`src/rtl/exc_request.sv`:
```
`default_nettype none
// ============================================================================
// exc_request : LEGv8 exception initiator, prioritised Exc/EStatus handshake
// Revision    : 1.0
// ============================================================================
module exc_request #(
    parameter int CNT_W    = 8,
    parameter int IRQ_SYNC = 2
) (
    input  logic             clk,
    input  logic             reset,
    input  logic             badop_D,
    input  logic             valid_D,
    input  logic             trap_D,
    input  logic             ext_irq,
    input  logic             irq_en,
    input  logic             ExcAck,
    input  logic             ERet,
    output logic             Exc,
    output logic [3:0]       EStatus,
    output logic             in_handler,
    output logic [CNT_W-1:0] exc_cnt
);

    localparam logic [3:0]       CODE_NONE = 4'b0000;
    localparam logic [3:0]       CODE_IRQ  = 4'b0001;
    localparam logic [3:0]       CODE_OP   = 4'b0010;
    localparam logic [3:0]       CODE_TRAP = 4'b0011;
    localparam logic [3:0]       CODE_DF   = 4'b1111;
    localparam logic [CNT_W-1:0] CNT_ONE   = {{(CNT_W-1){1'b0}}, 1'b1};
    localparam logic [CNT_W-1:0] CNT_MAX   = {CNT_W{1'b1}};

    typedef enum logic [1:0] {
        IDLE    = 2'd0,
        PEND    = 2'd1,
        SERVICE = 2'd2
    } state_t;

    state_t              state;
    logic [IRQ_SYNC-1:0] irq_sync;
    logic                irq_prev;
    logic                pend_op;
    logic                pend_trap;
    logic                pend_irq;
    logic                pend_df;

    logic                ev_op;
    logic                ev_trap;
    logic                ev_irq;
    logic                avail_op;
    logic                avail_trap;
    logic                avail_irq;
    logic                sel_df;
    logic                sel_op;
    logic                sel_trap;
    logic                sel_irq;
    logic [3:0]          sel_code;

    // Selection sees both sticky pending bits and this cycle's events, so a
    // decode event in IDLE raises Exc after a single edge.
    always_comb begin
        ev_op      = valid_D & badop_D;
        ev_trap    = valid_D & trap_D;
        ev_irq     = irq_sync[IRQ_SYNC-1] & ~irq_prev & irq_en;
        avail_op   = pend_op | ev_op;
        avail_trap = pend_trap | ev_trap;
        avail_irq  = (pend_irq | ev_irq) & irq_en;
        sel_df     = 1'b0;
        sel_op     = 1'b0;
        sel_trap   = 1'b0;
        sel_irq    = 1'b0;
        sel_code   = CODE_NONE;
        if (pend_df) begin
            sel_df   = 1'b1;
            sel_code = CODE_DF;
        end else if (avail_op) begin
            sel_op   = 1'b1;
            sel_code = CODE_OP;
        end else if (avail_trap) begin
            sel_trap = 1'b1;
            sel_code = CODE_TRAP;
        end else if (avail_irq) begin
            sel_irq  = 1'b1;
            sel_code = CODE_IRQ;
        end
    end

    always_ff @(posedge clk or negedge reset) begin
        if (!reset) begin
            state      <= IDLE;
            irq_sync   <= '0;
            irq_prev   <= 1'b0;
            pend_op    <= 1'b0;
            pend_trap  <= 1'b0;
            pend_irq   <= 1'b0;
            pend_df    <= 1'b0;
            Exc        <= 1'b0;
            EStatus    <= CODE_NONE;
            in_handler <= 1'b0;
            exc_cnt    <= '0;
        end else begin
            irq_sync <= {irq_sync[IRQ_SYNC-2:0], ext_irq};
            irq_prev <= irq_sync[IRQ_SYNC-1];

            // An invalid opcode inside the handler is recorded as a double fault only.
            if (ev_op && state == SERVICE) pend_df <= 1'b1;
            if (ev_op && state != SERVICE) pend_op <= 1'b1;
            if (ev_trap)                   pend_trap <= 1'b1;
            if (ev_irq)                    pend_irq <= 1'b1;

            case (state)
                IDLE: begin
                    if (sel_df || sel_op || sel_trap || sel_irq) begin
                        state   <= PEND;
                        Exc     <= 1'b1;
                        EStatus <= sel_code;
                        if (sel_df)   pend_df   <= 1'b0;
                        if (sel_op)   pend_op   <= 1'b0;
                        if (sel_trap) pend_trap <= 1'b0;
                        if (sel_irq)  pend_irq  <= 1'b0;
                    end
                end
                PEND: begin
                    if (ExcAck) begin
                        state      <= SERVICE;
                        Exc        <= 1'b0;
                        in_handler <= 1'b1;
                        if (exc_cnt != CNT_MAX) exc_cnt <= exc_cnt + CNT_ONE;
                    end
                end
                SERVICE: begin
                    if (ERet) begin
                        state      <= IDLE;
                        in_handler <= 1'b0;
                    end
                end
                default: begin
                    state <= IDLE;
                    Exc   <= 1'b0;
                end
            endcase
        end
    end

endmodule
`default_nettype wire

```
`config.mk`:
```
export PLATFORM = sky130hd
export DESIGN_NAME = exc_request
export DESIGN_NICKNAME = d
export VERILOG_FILES = /design/src/rtl/exc_request.sv
export SDC_FILE = /design/constraint.sdc
export NUM_CORES = 1
export LEC_CHECK = 0
export ABC_AREA = 1
export CORE_UTILIZATION = 49
export DETAILED_ROUTE_END_ITERATION = 6
export PLACE_DENSITY = 0.78
export SLEW_MARGIN = 20
export SYNTH_ARGS = -nofsm -noshare
export SYNTH_HDL_FRONTEND = slang
export SYNTH_SLANG_ARGS = --single-unit
```
`constraint.sdc`:
```
create_clock -name clk -period 1.73 [get_ports clk]
set_input_delay 0.346 -clock clk [delete_from_list [all_inputs] [get_ports clk]]
set_output_delay 0.346 -clock clk [all_outputs]
set_load 0.005 [all_outputs]
```
Word level (Yosys, flattened, before mapping)
Index checks and enable logic that the tools add are counted.
Storage, ports and cells
  register bits: 23
  input bits: 9
  output and inout bits: 14
  logic and storage cells: 81
Cells by class
  add/sub/neg operators: 1
  eq/ne operators: 7
  mux-type cells: 40
  bitwise operators: 10
  reduce and logical (&&, ||, !) cells: 12
Operator list (number)
  $mux W1: 31
  $reduce_and A3 Y1: 4
  $mux W2: 5
  $add A8 B1 Y8 const B: 1
  $ne A2 B2 Y1 const B: 4
  $ne A8 B8 Y1 const B: 1
  $pmux W2 S3: 1
  $and A1 B1 Y1: 5
  $mux W4: 1
  $logic_or A1 B1 Y1: 3
  $or A1 B1 Y1: 3
  $pmux W1 S3: 1
  $eq A2 B1 Y1 const B: 1
  $eq A2 B2 Y1 const B: 1
  $logic_and A1 B1 Y1: 2
  $logic_not A2 Y1: 1
  $not A1 Y1: 2
  $pmux W1 S2: 1
  $reduce_and A2 Y1: 1
  $reduce_bool A2 Y1: 1

Longest topological paths before layout
Gate-level depths: netlist of run 1.
  word-level depth: 12
  mapped depth: 8

Worst setup path before layout of run 1
Ideal clock, no wire load.
  path type: flip-flop to flip-flop
  start point: reg exc_cnt[0]
  end point: reg exc_cnt[2]
  data arrival time: 1134 ps
  slack: 477 ps
  stages on the path, launching flop included: 9
  buffers on the path: 0
  path through: dfrtp_1 > ha_1 > inv_1 > nor3_2 > nand2_2 > nand2_4 > inv_4 > nand3b_2 > nand2_1
Between the ends
  longest elaborated chain between the ends: 2
Ends and longest elaborated chain
  start: declaration: line 22  | output logic [CNT_W-1:0] exc_cnt
  start signal: assignment: line 128  | if (exc_cnt != CNT_MAX) exc_cnt <= exc_cnt + CNT_ONE;
  branches (longest 2 deep; another with $add A8 B1 Y8)
Several ways; the timed one is not identified.
A chain may end at the register's enable or synchronous reset.

Worst setup path after layout of run 1
  start point: reg exc_cnt[4]
  end point: out exc_cnt[4]
No word-level cell between the ends.

==> results of run 1 <==
==> power groups by stage <==
stage                     sequential, W  clock [W]  combinational (W)
after floorplan                0.000833          0           0.000488
after global placement         0.000840          0           0.000821
after detailed placement       0.000843          0           0.000844
after CTS                      0.000835   0.000237           0.000850
after global routing           0.000865   0.000258           0.000952
final                          0.000832   0.000224           0.000837
==> placed cells by master, fill, tap and decap left out <==
| cell type | synthesis | layout |
|---|---|---|
| inv_4 | 1 | 1 |
| buf_4 | 1 | 1 |
| a221oi_1 | 1 | 1 |
| nand2_1 | 39 | 39 |
| inv_2 | 1 | 1 |
| a21o_1 | 1 | 1 |
| o21bai_1 | 1 | 1 |
| dfrtp_2 | 0 | 1 |
| nand3b_2 | 1 | 1 |
| o21ai_0 | 2 | 2 |
| clkbuf_4 | 0 | 3 |
| nand3_1 | 8 | 8 |
| xor2_1 | 2 | 2 |
| dfrtp_1 | 22 | 21 |
| nor2_4 | 2 | 2 |
| nand2_4 | 1 | 1 |
| o21ai_1 | 3 | 3 |
| ha_1 | 1 | 1 |
| inv_1 | 18 | 18 |
| nor2_1 | 10 | 10 |
| nor3_2 | 2 | 2 |
| xnor2_1 | 2 | 2 |
| nand4_1 | 1 | 1 |
| nor3_1 | 1 | 1 |
| nand2_2 | 2 | 2 |
| clkdlybuf4s50_1 | 0 | 22 |
| a21oi_1 | 2 | 2 |
==> final cells by class <==
cell class / instances / area, um^2 / share of cell area [%]
tap: 27 / 33.78 / 2.535
clock buffer: 3 / 22.52 / 1.690
multi-input combinational: 82 / 419.2 / 31.46
inverter: 20 / 77.57 / 5.822
timing repair buffer: 23 / 227.7 / 17.09
sequential: 22 / 551.8 / 41.41
==> per-layer routing <==
layer | share of wire, % | GRT usage, % | up-vias
li1 | - | - | 435
met1 | 44 | 20.87 | 388
met2 | 50 | 33.80 | 23
met3 | 4.9 | 3.145 | 4
met5 | 0 | 0 | -
met4 | 1.4 | 8.824 | 0
==> state kept, by name (all words and copies together), names as in the netlist, 2 cells and up <==
name / cells
exc_cnt: 8
EStatus: 3
irq_sync: 2
state: 2
==> logic make-up (layout without fill, tap and decap cells) <==
| family | count (synthesis) | in the layout | share of synthesized area [%] |
|---|---|---|---|
| buf+inv | 21 | 46 | 8.066 |
| flops | 22 | 22 | 52.19 |
| simple gates | 67 | 67 | 29.66 |
| fa+ha+maj | 1 | 1 | 1.186 |
| compound gates | 10 | 10 | 5.576 |
| xor+xnor | 4 | 4 | 3.322 |
==> how the worst min path moves through the flow <==
| stage | from | endpoint | cells past startpoint |
|---|---|---|---|
| 6_report | irq_sync[0] | irq_sync[1] | 0 |
| 5_1_grt | irq_sync[0] | irq_sync[1] | 0 |
| 4_1_cts | irq_sync[0] | irq_sync[1] | 0 |
| 3_5_place_dp | irq_sync[0] | irq_sync[1] | 0 |
| 3_3_place_gp | irq_sync[0] | irq_sync[1] | 0 |
| 2_1_floorplan | reset | EStatus[0] | 0 |
==> cells in the mapped netlist, drive strengths merged <==
master	number
nand2	42
dfrtp	22
inv	20
nor2	12
nand3	8
o21ai	5
nor3	3
a21oi	2
xnor2	2
xor2	2
a21o	1
a221oi	1
buf	1
ha	1
nand3b	1
nand4	1
o21bai	1
==> repair_timing <==
| item | 4_1_cts | 5_1_grt |
|---|---|---|
| setup endpoints to repair | 0 | 1 |
| gates resized for setup | 0 | 1 |
| hold buffers | 0 | 0 |
==> through the flow <==
| step | setup WS (ns) | cells | total power [W] | hold slack (ns) |
|---|---|---|---|---|
| floorplan | 0.4772 | 125 | 0.001321 | 0.05041 |
| global placement | 0.1575 | 174 | 0.001661 | 0.3316 |
| detailed placement | 0.1266 | 174 | 0.001687 | 0.3371 |
| CTS | 0.07435 | 177 | 0.001923 | 0.3623 |
| global route | 0.04926 | 177 | 0.002076 | 0.3658 |
| finish | 0.1172 | 177 | 0.001892 | 0.3588 |
==> results.sh, run 1 <==
export IMPL_r2r_cells=8
export IMPL_p_int_w=0.001184
export IMPL_synth_seq_area_share_pct=52.19
export IMPL_insertion_delay_ns=0.30
export IMPL_postRouteAntennaNets=0
export IMPL_core_area_um2=2002
export IMPL_crit_type="flop to primary output"
export IMPL_outcome="finished, final reports clean"
export IMPL_crit_end="exc_cnt[4]"
export IMPL_crit_path_start="exc_cnt[4]"
export IMPL_antenna_found_initial=0
export IMPL_path_delay_family="buffers and inverters"
export IMPL_fin_util_pct=66.56
export IMPL_fin_worst_skew_ns=0.01383
export IMPL_worst_slew_pin_slew_ns=0.2844
export IMPL_power_frac_seq_pct=44.0
export IMPL_min_period_ns=1.613
export IMPL_drt_iter0_markers=5
export IMPL_syn_to_final_growth_pct=26.33
export IMPL_sw_frac_of_total_pct=37.42
export IMPL_clk_path_buf_depth=2
export IMPL_start_util_pct=52.69
export IMPL_cap_violations=0
export IMPL_irDropWorstVdd_uv=784.9
export IMPL_final_area_um2=1333
export IMPL_cts_tree="done"
export IMPL_setup_viol=0
export IMPL_grt_pass1_vias=810
export IMPL_start_kind="flop"
export IMPL_dpl_cell_area_um2=1309
export IMPL_power_switching_w=0.0007082
export IMPL_hold_violations=0
export IMPL_syn_avg_cell_area_um2=8.438
export IMPL_first_pass_iters=5
export IMPL_clk_pin_slew_ns=0.12
export IMPL_cts_num_sinks=22
export IMPL_drv_slew=0
export IMPL_diodes=0
export IMPL_period_share_pct=93.23
export IMPL_r2r_setup_slack_ns=0.33
export IMPL_r2r_end="exc_cnt[3]"
export IMPL_cts_buffers_inserted=3
export IMPL_totalWireLength_mm=1.881
export IMPL_synth_nets=135
export IMPL_final_nets=162
export IMPL_comb_power_share_pct=44.2
export IMPL_wl_per_cell_um=10.63
export IMPL_fp_row_count=16
export IMPL_slew_headroom_pct=80.97
export IMPL_endpoint_kind="primary output"
export IMPL_via_per_inst=4.802
export IMPL_ys_types=24
export IMPL_slowest_delay_ns=0.53
export IMPL_numPortBuffers=22
export IMPL_p_per_area_nw_per_um2=1420
export IMPL_fin_setup_tns_ns=0
export IMPL_path_cells="clkdlybuf4s50_1"
export IMPL_synthCells=125
export IMPL_dieArea_um2=2342
export IMPL_grt_overflow=0
export IMPL_gp_congestion=0.8379
export IMPL_drc=0
export IMPL_io_pins=23
export IMPL_grt_pass1_wl_mm=3.305
export IMPL_grt_max_degree=23
export IMPL_p_leak_nw=0.6486
export IMPL_cp_required_ns=1.38
export IMPL_fill_cells=186
export IMPL_power_frac_clock_pct=11.8
export IMPL_die_h_um=48.40
export IMPL_track_usage_pct=18.52
export IMPL_ys_seq_elements=22
export IMPL_die_w_um=48.40
export IMPL_min_path_type="flop to flop"
export IMPL_cp_num_buf_inv=1
export IMPL_yosys_top_cells_area="dfrtp_1 (52%), nand2_1 (14%), inv_1 (6.4%)"
export IMPL_post_cts_buffers=0
export IMPL_drive_gt1_share_pct=10.00
export IMPL_routed_via_count=850
export IMPL_r2r_start="exc_cnt[0]"
export IMPL_synth_top_cell_by_area="dfrtp_1"
export IMPL_fmax_mhz=620.0
export IMPL_ys_warn_count=0
export IMPL_synth_top_area_share_pct=52.19
export IMPL_cts_root_buf="clkbuf_4"
export IMPL_synthesis_area_um2=1055
export IMPL_worstPathArrival_ns=1.27
export IMPL_cp_slowest_cell="clkdlybuf4s50_1"
export IMPL_h_tree_depth=1
export IMPL_critPathMaxFanout=5
export IMPL_dp_hpwl_mm=1.413
export IMPL_rsz0062_at_grt="false"
export IMPL_path_depth=1
No activity file was read; power rests on OpenSTA's default activity.
==> run 2: changes to the inputs <==
clock period = 1.8 ns   (was 1.73 ns; I/O delays follow)
==> run 2 against run 1 <==
  * Global-route usage unchanged
  * Largest cell class unchanged
  * Core utilization down 0.062 points
  * Flip-flop and latch count unchanged
  * Critical endpoint is now exc_cnt[3]
  * Sequential share of layout area down 0.055 points
  * Via count up 0.24%
==> results.sh, run 2 (synthesis results as in run 1) <==
export IMPL_outcome="finished, final reports clean"
export IMPL_numPortBuffers=22
export IMPL_path_depth=1
export IMPL_io_pins=23
export IMPL_worst_slew_pin_slew_ns=0.2842
export IMPL_start_util_pct=52.69
export IMPL_cap_violations=0
export IMPL_via_per_inst=4.814
export IMPL_final_nets=162
export IMPL_critPathMaxFanout=6
export IMPL_p_leak_nw=0.6500
export IMPL_diodes=0
export IMPL_r2r_start="exc_cnt[0]"
export IMPL_top_regs="exc_cnt x8, EStatus x3"
export IMPL_dpl_cell_area_um2=1309
export IMPL_grt_overflow=0
export IMPL_cts_buffers_inserted=3
export IMPL_irDropWorstVdd_uv=753.4
export IMPL_final_area_um2=1331
export IMPL_path_cells="clkdlybuf4s50_1"
export IMPL_r2r_cells=8
export IMPL_drt_iter0_markers=5
export IMPL_dieArea_um2=2342
export IMPL_crit_type="flop to primary output"
export IMPL_rsz0062_at_grt="false"
export IMPL_min_path_type="flop to flop"
export IMPL_cp_required_ns=1.44
export IMPL_slew_headroom_pct=80.98
export IMPL_grt_max_degree=23
export IMPL_r2r_setup_slack_ns=0.39
export IMPL_syn_to_final_growth_pct=26.22
export IMPL_grt_pass1_vias=810
export IMPL_p_per_area_nw_per_um2=1365
export IMPL_drc=0
export IMPL_clk_pin_slew_ns=0.12
export IMPL_gp_congestion=0.8379
export IMPL_cts_tree="done"
export IMPL_postRouteAntennaNets=0
export IMPL_cts_num_sinks=22
export IMPL_fill_cells=185
export IMPL_fin_setup_tns_ns=0
export IMPL_cp_num_buf_inv=1
export IMPL_crit_path_start="exc_cnt[3]"
export IMPL_fp_row_count=16
export IMPL_path_delay_family="buffers and inverters"
export IMPL_r2r_end="exc_cnt[2]"
export IMPL_fin_worst_skew_ns=0.01483
export IMPL_regMostFlops="exc_cnt"
export IMPL_first_pass_iters=5
export IMPL_cp_slowest_cell="clkdlybuf4s50_1"
export IMPL_fin_util_pct=66.50
export IMPL_die_h_um=48.40
export IMPL_setup_viol=0
export IMPL_grt_pass1_wl_mm=3.305
export IMPL_largest_reg_flops=8
export IMPL_final_common_cell="nand2_1"
export IMPL_die_w_um=48.40
export IMPL_drive_gt1_share_pct=9.333
export IMPL_fmax_mhz=602.7
export IMPL_track_usage_pct=18.52
export IMPL_post_cts_buffers=0
export IMPL_slowest_delay_ns=0.54
export IMPL_start_kind="flop"
export IMPL_ctsHoldBuffers=0
export IMPL_drv_slew=0
export IMPL_final_cell_mix="nand2_1 (39), dfrtp_1 (22), clkdlybuf4s50_1 (22), inv_1 (18), nor2_1 (10)"
export IMPL_worstPathArrival_ns=1.30
export IMPL_insertion_delay_ns=0.30
export IMPL_antenna_found_initial=0
export IMPL_hold_violations=0
export IMPL_period_share_pct=92.18
export IMPL_min_period_ns=1.659
export IMPL_totalWireLength_mm=1.883
export IMPL_routed_via_count=852
export IMPL_dp_hpwl_mm=1.413
export IMPL_cts_resized=0
export IMPL_core_area_um2=2002
export IMPL_cts_root_buf="clkbuf_4"
export IMPL_crit_end="exc_cnt[3]"
export IMPL_endpoint_kind="primary output"
export IMPL_wl_per_cell_um=10.64
export IMPL_clk_path_buf_depth=2
export IMPL_h_tree_depth=1
==> run 2: cell counts in the layout (fill, tap and decap cells not counted) <==
No cell type changed its count.
==> run 2: how the worst min path moves through the flow <==
stage | startpoint | endpoint | slack (ns) | cells after the start
2_1_floorplan | reset | EStatus[0] | 0.06 | 0
3_3_place_gp | irq_sync[0] | irq_sync[1] | 0.33 | 0
3_5_place_dp | irq_sync[0] | irq_sync[1] | 0.34 | 0
4_1_cts | irq_sync[0] | irq_sync[1] | 0.36 | 0
5_1_grt | irq_sync[0] | irq_sync[1] | 0.37 | 0
6_report | irq_sync[0] | irq_sync[1] | 0.36 | 0
==> run 2: where the power goes <==
group / switching [W] / internal, W
Sequential: 0.000137 / 0.000661
Clock: 0.000138 / 0.0000780
Combinational: 0.000407 / 0.000397
Total: 0.000681 / 0.00114
==> run 2: per-layer routing <==
| layer | share of wire (%) | vias to the layer above | global-route usage, % | wire (um) |
|---|---|---|---|---|
| met2 | 49 | 23 | 33.80 | 926 |
| met4 | 1.4 | 0 | 8.824 | 27 |
| met3 | 4.9 | 4 | 3.145 | 92 |
| met5 | 0 | - | 0 | 0 |
| met1 | 44 | 391 | 20.87 | 837 |
| li1 | - | 434 | - | - |
==> run 2: through the flow <==
step / instances / power (W) / setup slack, ns / hold slack [ns]
final: 177 / 0.001817 / 0.1407 / 0.3588
after global routing: 177 / 0.001994 / 0.04761 / 0.3658
after global placement: 174 / 0.001597 / 0.2135 / 0.3316
after CTS: 177 / 0.001848 / 0.1303 / 0.3623
after floorplan: 125 / 0.001270 / 0.5472 / 0.06441
after detailed placement: 174 / 0.001622 / 0.1826 / 0.3371
==> run 2: layout make-up <==
cell class / count / area [um^2] / area share [%]
repair buffers: 23 / 227.7 / 17.11
flip-flops and latches: 22 / 550.5 / 41.35
clock buffers: 3 / 22.52 / 1.692
inverters: 20 / 77.57 / 5.827
well taps: 27 / 33.78 / 2.538
multi-input cells: 82 / 419.2 / 31.48
